<file path="src/rtl/glip_downscale_if.sv">
// Valid/ready stream bundle used on both sides of the GLIP width downscaler.
// WIDTH is the data width of this particular link.
interface glip_downscale_if #(
  parameter int unsigned WIDTH = 8
);
  logic [WIDTH-1:0] data;
  logic             valid;
  logic             ready;

  modport master (output data, output valid, input ready);
  modport slave  (input data, input valid, output ready);
endinterface

</file>
<file path="src/rtl/glip_downscale.sv">
// GLIP width downscaler: splits each OUT_SIZE*FACTOR-bit input word into
// FACTOR output words of OUT_SIZE bits, least-significant slice first.
// A single holding register plus slice index gives back-to-back words with
// no bubble when the last slice and the next input handshake coincide.
module glip_downscale #(
  parameter int unsigned OUT_SIZE = 8,
  parameter int unsigned FACTOR   = 2
) (
  input  logic               clk,
  input  logic               rst,
  glip_downscale_if.slave    in_if,
  glip_downscale_if.master   out_if
);

  localparam int unsigned IN_SIZE = OUT_SIZE * FACTOR;
  localparam int unsigned IDX_W   = (FACTOR > 2) ? $clog2(FACTOR) : 1;
  localparam logic [IDX_W-1:0] LAST_IDX = IDX_W'(FACTOR - 1);

  // EMPTY: holding register has no unsent slices; DRAIN: it does.
  typedef enum logic {
    EMPTY = 1'b0,
    DRAIN = 1'b1
  } state_t;

  state_t             state_q, state_d;
  logic [IN_SIZE-1:0] hold_q, hold_d;
  logic [IDX_W-1:0]   idx_q, idx_d;

  logic last_slice;
  logic in_hs;
  logic out_hs;

  // State, holding word and slice index; reset discards any partial word.
  always_ff @(posedge clk or negedge rst) begin
    if (!rst) begin
      state_q <= EMPTY;
      hold_q  <= '0;
      idx_q   <= '0;
    end else begin
      state_q <= state_d;
      hold_q  <= hold_d;
      idx_q   <= idx_d;
    end
  end

  // Handshakes, ready/valid outputs and next-state logic.
  always_comb begin
    last_slice   = (idx_q == LAST_IDX);
    out_if.valid = (state_q == DRAIN);
    // Accept a new word when empty, or when the last slice leaves this cycle.
    in_if.ready  = (state_q == EMPTY) | (out_if.ready & last_slice);
    in_hs        = in_if.valid & in_if.ready;
    out_hs       = out_if.valid & out_if.ready;

    state_d = state_q;
    hold_d  = hold_q;
    idx_d   = idx_q;

    unique case (state_q)
      EMPTY: begin
        if (in_hs) begin
          hold_d  = in_if.data;
          idx_d   = '0;
          state_d = DRAIN;
        end
      end
      DRAIN: begin
        if (out_hs) begin
          if (!last_slice) begin
            idx_d = idx_q + 1'b1;
          end else if (in_hs) begin
            hold_d = in_if.data;
            idx_d  = '0;
          end else begin
            idx_d   = '0;
            state_d = EMPTY;
          end
        end
      end
      default: begin
        state_d = EMPTY;
      end
    endcase
  end

  // Output slice mux: idx 0 selects the least-significant OUT_SIZE bits.
  always_comb begin
    out_if.data = '0;
    for (int unsigned i = 0; i < FACTOR; i++) begin
      if (idx_q == IDX_W'(i)) begin
        out_if.data = hold_q[i*OUT_SIZE +: OUT_SIZE];
      end
    end
  end

endmodule

</file>
<file path="src/flat_wrapper.sv">
// flat-port wrapper written by rule: the top's interface ports become plain ports
module glip_downscale_flat 
#(
  parameter int unsigned OUT_SIZE = 8,
  parameter int unsigned FACTOR   = 2
)
  (clk, rst, in_if_data, in_if_valid, in_if_ready, out_if_data, out_if_valid, out_if_ready);
  glip_downscale_if #(.WIDTH(16)) in_if_i ();
  glip_downscale_if #(.WIDTH(8)) out_if_i ();
  input  logic clk;
  input  logic rst;
  input wire logic [$bits(in_if_i.data)-1:0] in_if_data;
  input wire logic [$bits(in_if_i.valid)-1:0] in_if_valid;
  output wire logic [$bits(in_if_i.ready)-1:0] in_if_ready;
  output wire logic [$bits(out_if_i.data)-1:0] out_if_data;
  output wire logic [$bits(out_if_i.valid)-1:0] out_if_valid;
  input wire logic [$bits(out_if_i.ready)-1:0] out_if_ready;
  assign in_if_i.data = in_if_data;
  assign in_if_i.valid = in_if_valid;
  assign in_if_ready = in_if_i.ready;
  assign out_if_data = out_if_i.data;
  assign out_if_valid = out_if_i.valid;
  assign out_if_i.ready = out_if_ready;
  glip_downscale #(.OUT_SIZE(OUT_SIZE), .FACTOR(FACTOR)) u_core (.clk(clk), .rst(rst), .in_if(in_if_i), .out_if(out_if_i));
endmodule
</file>
<file path="config.mk">
export PLATFORM = sky130hd
export DESIGN_NAME = glip_downscale_flat
export DESIGN_NICKNAME = d
export VERILOG_FILES = /design/src/rtl/glip_downscale_if.sv /design/src/rtl/glip_downscale.sv /design/src/flat_wrapper.sv
export SDC_FILE = /design/constraint.sdc
export NUM_CORES = 1
export LEC_CHECK = 0
export ABC_AREA = 0
export CAP_MARGIN = 10
export CORE_MARGIN = 1
export CORE_UTILIZATION = 45
export DETAILED_ROUTE_END_ITERATION = 12
export PLACE_DENSITY = 0.77
export SETUP_SLACK_MARGIN = 0.2
export SYNTH_ARGS = -nofsm -noshare
export SYNTH_HDL_FRONTEND = slang
export SYNTH_SLANG_ARGS = --single-unit
export TNS_END_PERCENT = 10
</file>
<file path="constraint.sdc">
create_clock -name clk -period 2.6 [get_ports clk]
set_input_delay 0.26 -clock clk [delete_from_list [all_inputs] [get_ports clk]]
set_output_delay 0.26 -clock clk [all_outputs]
set_load 0.01 [all_outputs]
</file>
# After elaboration in Yosys (flattened, before gate mapping)

Cells that the tools add are included.

$add $sub $neg: 1
Eq/ne operators: 3
Muxes and demuxes: 13
Bitwise gates (word level): 5
Reduce and logical (&&, ||, !) cells: 2

Operators by type and width:

| kind                                                  | count |
|---|---|
| 2-to-1 mux 16 bit                                     | 3 |
| one-hot mux 16 bit (2 select lines)                   | 1 |
| 2-to-1 mux 8 bit                                      | 1 |
| 2-to-1 mux 1 bit                                      | 6 |
| inequality test 2 bit, second input constant          | 2 |
| one-hot mux 1 bit (2 select lines)                    | 2 |
| AND reduction 2 bit                                   | 2 |
| AND 1 bit                                             | 3 |
| inequality test 2 x 1 -> 1 bit, second input constant | 1 |
| adder 1 bit, second input constant                    | 1 |
| inverter 1 bit                                        | 1 |
| OR 1 bit                                              | 1 |

Flip-flop bits (word level): 18
Bits of input ports: 20
Output and inout port bits: 10
Logic and storage cells: 27

# Logic depth before layout (Yosys ltp)

Word-level depth: 7
Depth in mapped cells: 5
Mapped depth without buffers: 2

# Least setup slack after synthesis

No wires, ideal clock.

Path type: flip-flop to output port
Start: register u_core.idx_q
End: output port in_if_ready
Arrival time: 1107 ps
Required time: 2340 ps
Setup slack: 1233 ps
Cell stages (with the launch flop): 5
Path buffers: 2
Cells stage by stage: dfrtp_1 buf_2 a21boi_2 buf_4 inv_1

Longest elaborated chain between the ends: 2

RTL lines:

| item                   | line                 | RTL |
|---|---|---|
| from (decl)            | glip_downscale.sv:27 | `logic [IDX_W-1:0] idx_q, idx_d;` |
| from (signal assigned) | glip_downscale.sv:42 | `idx_q <= idx_d;` |
| AND 1 bit              | glip_downscale.sv:51 | `in_if.ready = (state_q == EMPTY) \| (out_if.ready & last_slice);` |
| OR 1 bit               | glip_downscale.sv:51 |  |
| to (decl)              | flat_wrapper.sv:14   | `output wire logic [$bits(in_if_i.ready)-1:0] in_if_ready;` |

No other way between the ends.

# Final worst setup path

Start: register u_core.idx_q
End: output port out_if_data[4]

Longest elaborated chain between the ends: 1

RTL lines:

| item             | line                 | RTL |
|---|---|---|
| 2-to-1 mux 8 bit | glip_downscale.sv:90 | `if (idx_q == IDX_W'(i)) begin` |
| to (decl)        | flat_wrapper.sv:15   | `output wire logic [$bits(out_if_i.data)-1:0] out_if_data;` |

No other way between the ends.

==> implementation parameters <==
Parameter                              Value

Critical path
  Endpoint required time on the critical path ... 2.34 ns
  Crit Path Class ... reg -> out
  Worst path arrival time ... 1.80 ns
  Crit path max fanout ... 19
  Critical path endpoint category ... output pin
  Category of the worst setup path launch point ... flop

Floorplanning
  Total die area ... 2400 sq um
  Horiz. Die Dim ... 49.0 microns
  Die Y-Extent ... 49.0 microns
  I/O Pins ... 30
  Std-Cell Rows ... 16
  Initial Utilization ... 49.1%
  Area of the core region ... 2020 sq um

Logic synthesis
  Synthesized instance count ... 99
  Mean post-synth cell area ... 10.0 sq um
  Top cells by count, synth ... sky130_fd_sc_hd__nand2_1, sky130_fd_sc_hd__dfrtp_1, sky130_fd_sc_hd__inv_1
  Net count after synthesis ... 119
  Most area-consuming cells after synthesis ... sky130_fd_sc_hd__dfrtp_1, sky130_fd_sc_hd__o32ai_2, sky130_fd_sc_hd__nand2_1
  Cell with the most instances after synthesis ... sky130_fd_sc_hd__nand2_1
  Cell variety after synth ... 18
  Synthesized area ... 992 sq um
  Synth warn ... 0
  Seq cells post-synth ... 18
  Portion of the post-synthesis area used by sequential elements ... 45.4%
  Post-synth top area share ... 45.4%
  Ys async rst share ... 100%
  Cell type with the highest aggregate area in the netlist ... sky130_fd_sc_hd__dfrtp_1
  Number of enable flip-flop cells after synthesis ... 0
  Top_reg_cell synth ... sky130_fd_sc_hd__dfrtp_1

Place
  HPWL after detailed placement ... 1440 microns
  Cell area after placement ... 1270 sq um
  Global placer's final weighted congestion ... 0.778
  Total of buffers placed on input and output ports ... 29

STA
  Post-Route Skew ... 0.00758 ns
  Final hold violations ... 0
  Period minus WS final ... 2.06 ns
  Slew at the pin closest to its max-slew limit ... 0.824 ns
  Post-route fraction of the period consumed by the critical path ... 79.4%
  Max_slew headroom ... 44.9%
  Max-slew violation count ... 0
  Total of endpoints with negative setup slack in the final report ... 0
  Min Hold Slack ... 0.436 ns
  RSZ-0062 raised after global routing ... false
  TNS Setup ... 0 ns
  Fmax ... 484 MHz

Route
  Met1 routed wirelength after detailed routing ... 854 microns
  Drt initial violations ... 12
  Highest layer used for signal routing ... met4
  Final Routed Wirelength ... 2080 microns
  Vias after detailed routing ... 787
  Length of routed met3 wiring ... 52 microns
  Remaining DRCs ... 0
  Routed length per instance ... 13.6 microns
  First-pass iteration count of the detailed router ... 4
  Routed vias/inst ... 5.14
  Routed Antenna Nets ... 0
  Wire length on met2 ... 1140 microns

Power and ir drop
  Net switching fraction of the power ... 31.7%
  Logic gate share of total power ... 42.4%
  Static leakage ... 0.566 nW
  Share of power burned in registers ... 43.2%
  Power density over the cells ... 727 nW/um^2
  Total power ... 0.942 mW
  Clock Power Share ... 14.4%
  Max VDD drop ... 0.000378 V
  Sw power ... 0.299 mW
  Internal power contribution ... 0.643 mW

Global routing
  Global-route congestion overflow total ... 0
  Number of global-route vias before repair ... 814
  Pin count of the biggest net entering global routing ... 20
  Number of antenna violations at the first check in global routing ... 0
  First-pass GRT wire length ... 3530 microns
  Global router's overall resource usage ... 19.6%

CTS
  Register clock-pin slew on the reported worst setup and hold paths ... 0.10 ns
  Post-CTS Hold Fix Bufs ... 0
  Number of cells upsized or downsized after cts ... 0
  Number of buffers inserted during clock tree synthesis ... 3
  CTS root buf ... sky130_fd_sc_hd__clkbuf_4
  Number of H-tree levels ... 1
  Clock tree from TritonCTS ... yes
  Insertion delay to the later sink of the worst-skew pair ... 0.29 ns
  Number of buffers inserted to repair setup after CTS ... 0
  Number of buffers between clock root and the deepest sink ... 2
  Clock tree sinks ... 18

Cells and area
  Area added between synthesis and finish ... 30.6%
  Final nets ... 148
  Share of post-route cells with drive strength above 1 ... 16.7%
  Final cell area excluding filler cells ... 1300 sq um
  # diodes ... 0

Outcome
  Result of the run ... finished, final reports clean

Job
  Max-capacitance violation count ... 0

Worst hold path
  Path class of the lowest-slack min-delay path ... in -> async
per-layer routing:
metal | up-vias | GRT usage (%)
li1 | 388 | -
met1 | 373 | 22.1
met2 | 22 | 36.1
met3 | 4 | 1.87
met4 | 0 | 10.3
met5 | - | 0
final timing paths:
path / start / to / slack [ns] / depth (start not counted)
max: u_core.idx_q / out_if_data[4] / 0.54 / 3
min: rst / u_core.hold_q[11] / 0.44 / 1
max reg2reg: u_core.idx_q / u_core.out_if.valid / 1.10 / 3
min reg2reg: u_core.hold_q[0] / u_core.hold_q[0] / 0.55 / 2
max in group asynchronous: rst / u_core.hold_q[13] / 1.65 / 1
min in group clk: in_if_data[11] / u_core.hold_q[11] / 0.52 / 3
logic make-up after synthesis:
kind of cell / Yosys count / synth area share, %
compound gates: 25 / 26.9
buf+inv: 26 / 13.7
flops: 18 / 45.4
mux: 2 / 2.14
simple gates: 28 / 11.9
final cells by class:
type	count	area (sq um)
well taps	27	33.8
repair buffers	33	320
inverters	17	63.8
flip-flops and latches	18	450
clock buffers	3	22.5
fillers	175	726
multi-input cells	55	405
power groups by stage:
stage	logic (mW)	registers, mW	clock network [mW]
global placement	0.394	0.409	0
CTS	0.404	0.407	0.141
floorplan	0.261	0.390	0
detailed placement	0.402	0.413	0
global route	0.436	0.422	0.154
finish	0.399	0.407	0.135
worst max-delay path, stage by stage (launching register included):
cell                              delay [ns]
sky130_fd_sc_hd__dfrtp_1                0.72
sky130_fd_sc_hd__nand2_1                0.11
sky130_fd_sc_hd__o21ai_0                0.12
sky130_fd_sc_hd__clkdlybuf4s50_1        0.57
metrics by stage:
stage	setup WS [ns]	util, %	instances
after floorplan	1.23	-	99
after global placement	0.839	63.0	150
after detailed placement	0.842	63.0	150
after CTS	0.547	64.1	153
after global routing	0.380	64.1	153
final	0.535	64.1	153
state kept, by name, indices dropped and copies added, names as in the netlist:
| signal | count |
|---|---|
| u_core.idx_q | 1 |
| u_core.out_if.valid | 1 |
| u_core.hold_q | 16 |
placed cells by master (no fill, tap or decap), types with 3 or more instances in the layout:
cell type | netlist | final
sky130_fd_sc_hd__inv_1 | 17 | 17
sky130_fd_sc_hd__dfrtp_1 | 18 | 18
sky130_fd_sc_hd__o32ai_2 | 10 | 10
sky130_fd_sc_hd__clkdlybuf4s50_1 | 0 | 29
sky130_fd_sc_hd__buf_4 | 1 | 4
sky130_fd_sc_hd__o21ai_0 | 8 | 8
sky130_fd_sc_hd__clkbuf_4 | 0 | 3
sky130_fd_sc_hd__o32ai_1 | 6 | 6
sky130_fd_sc_hd__nand2_1 | 25 | 25
(Power assumes the default switching activity.)
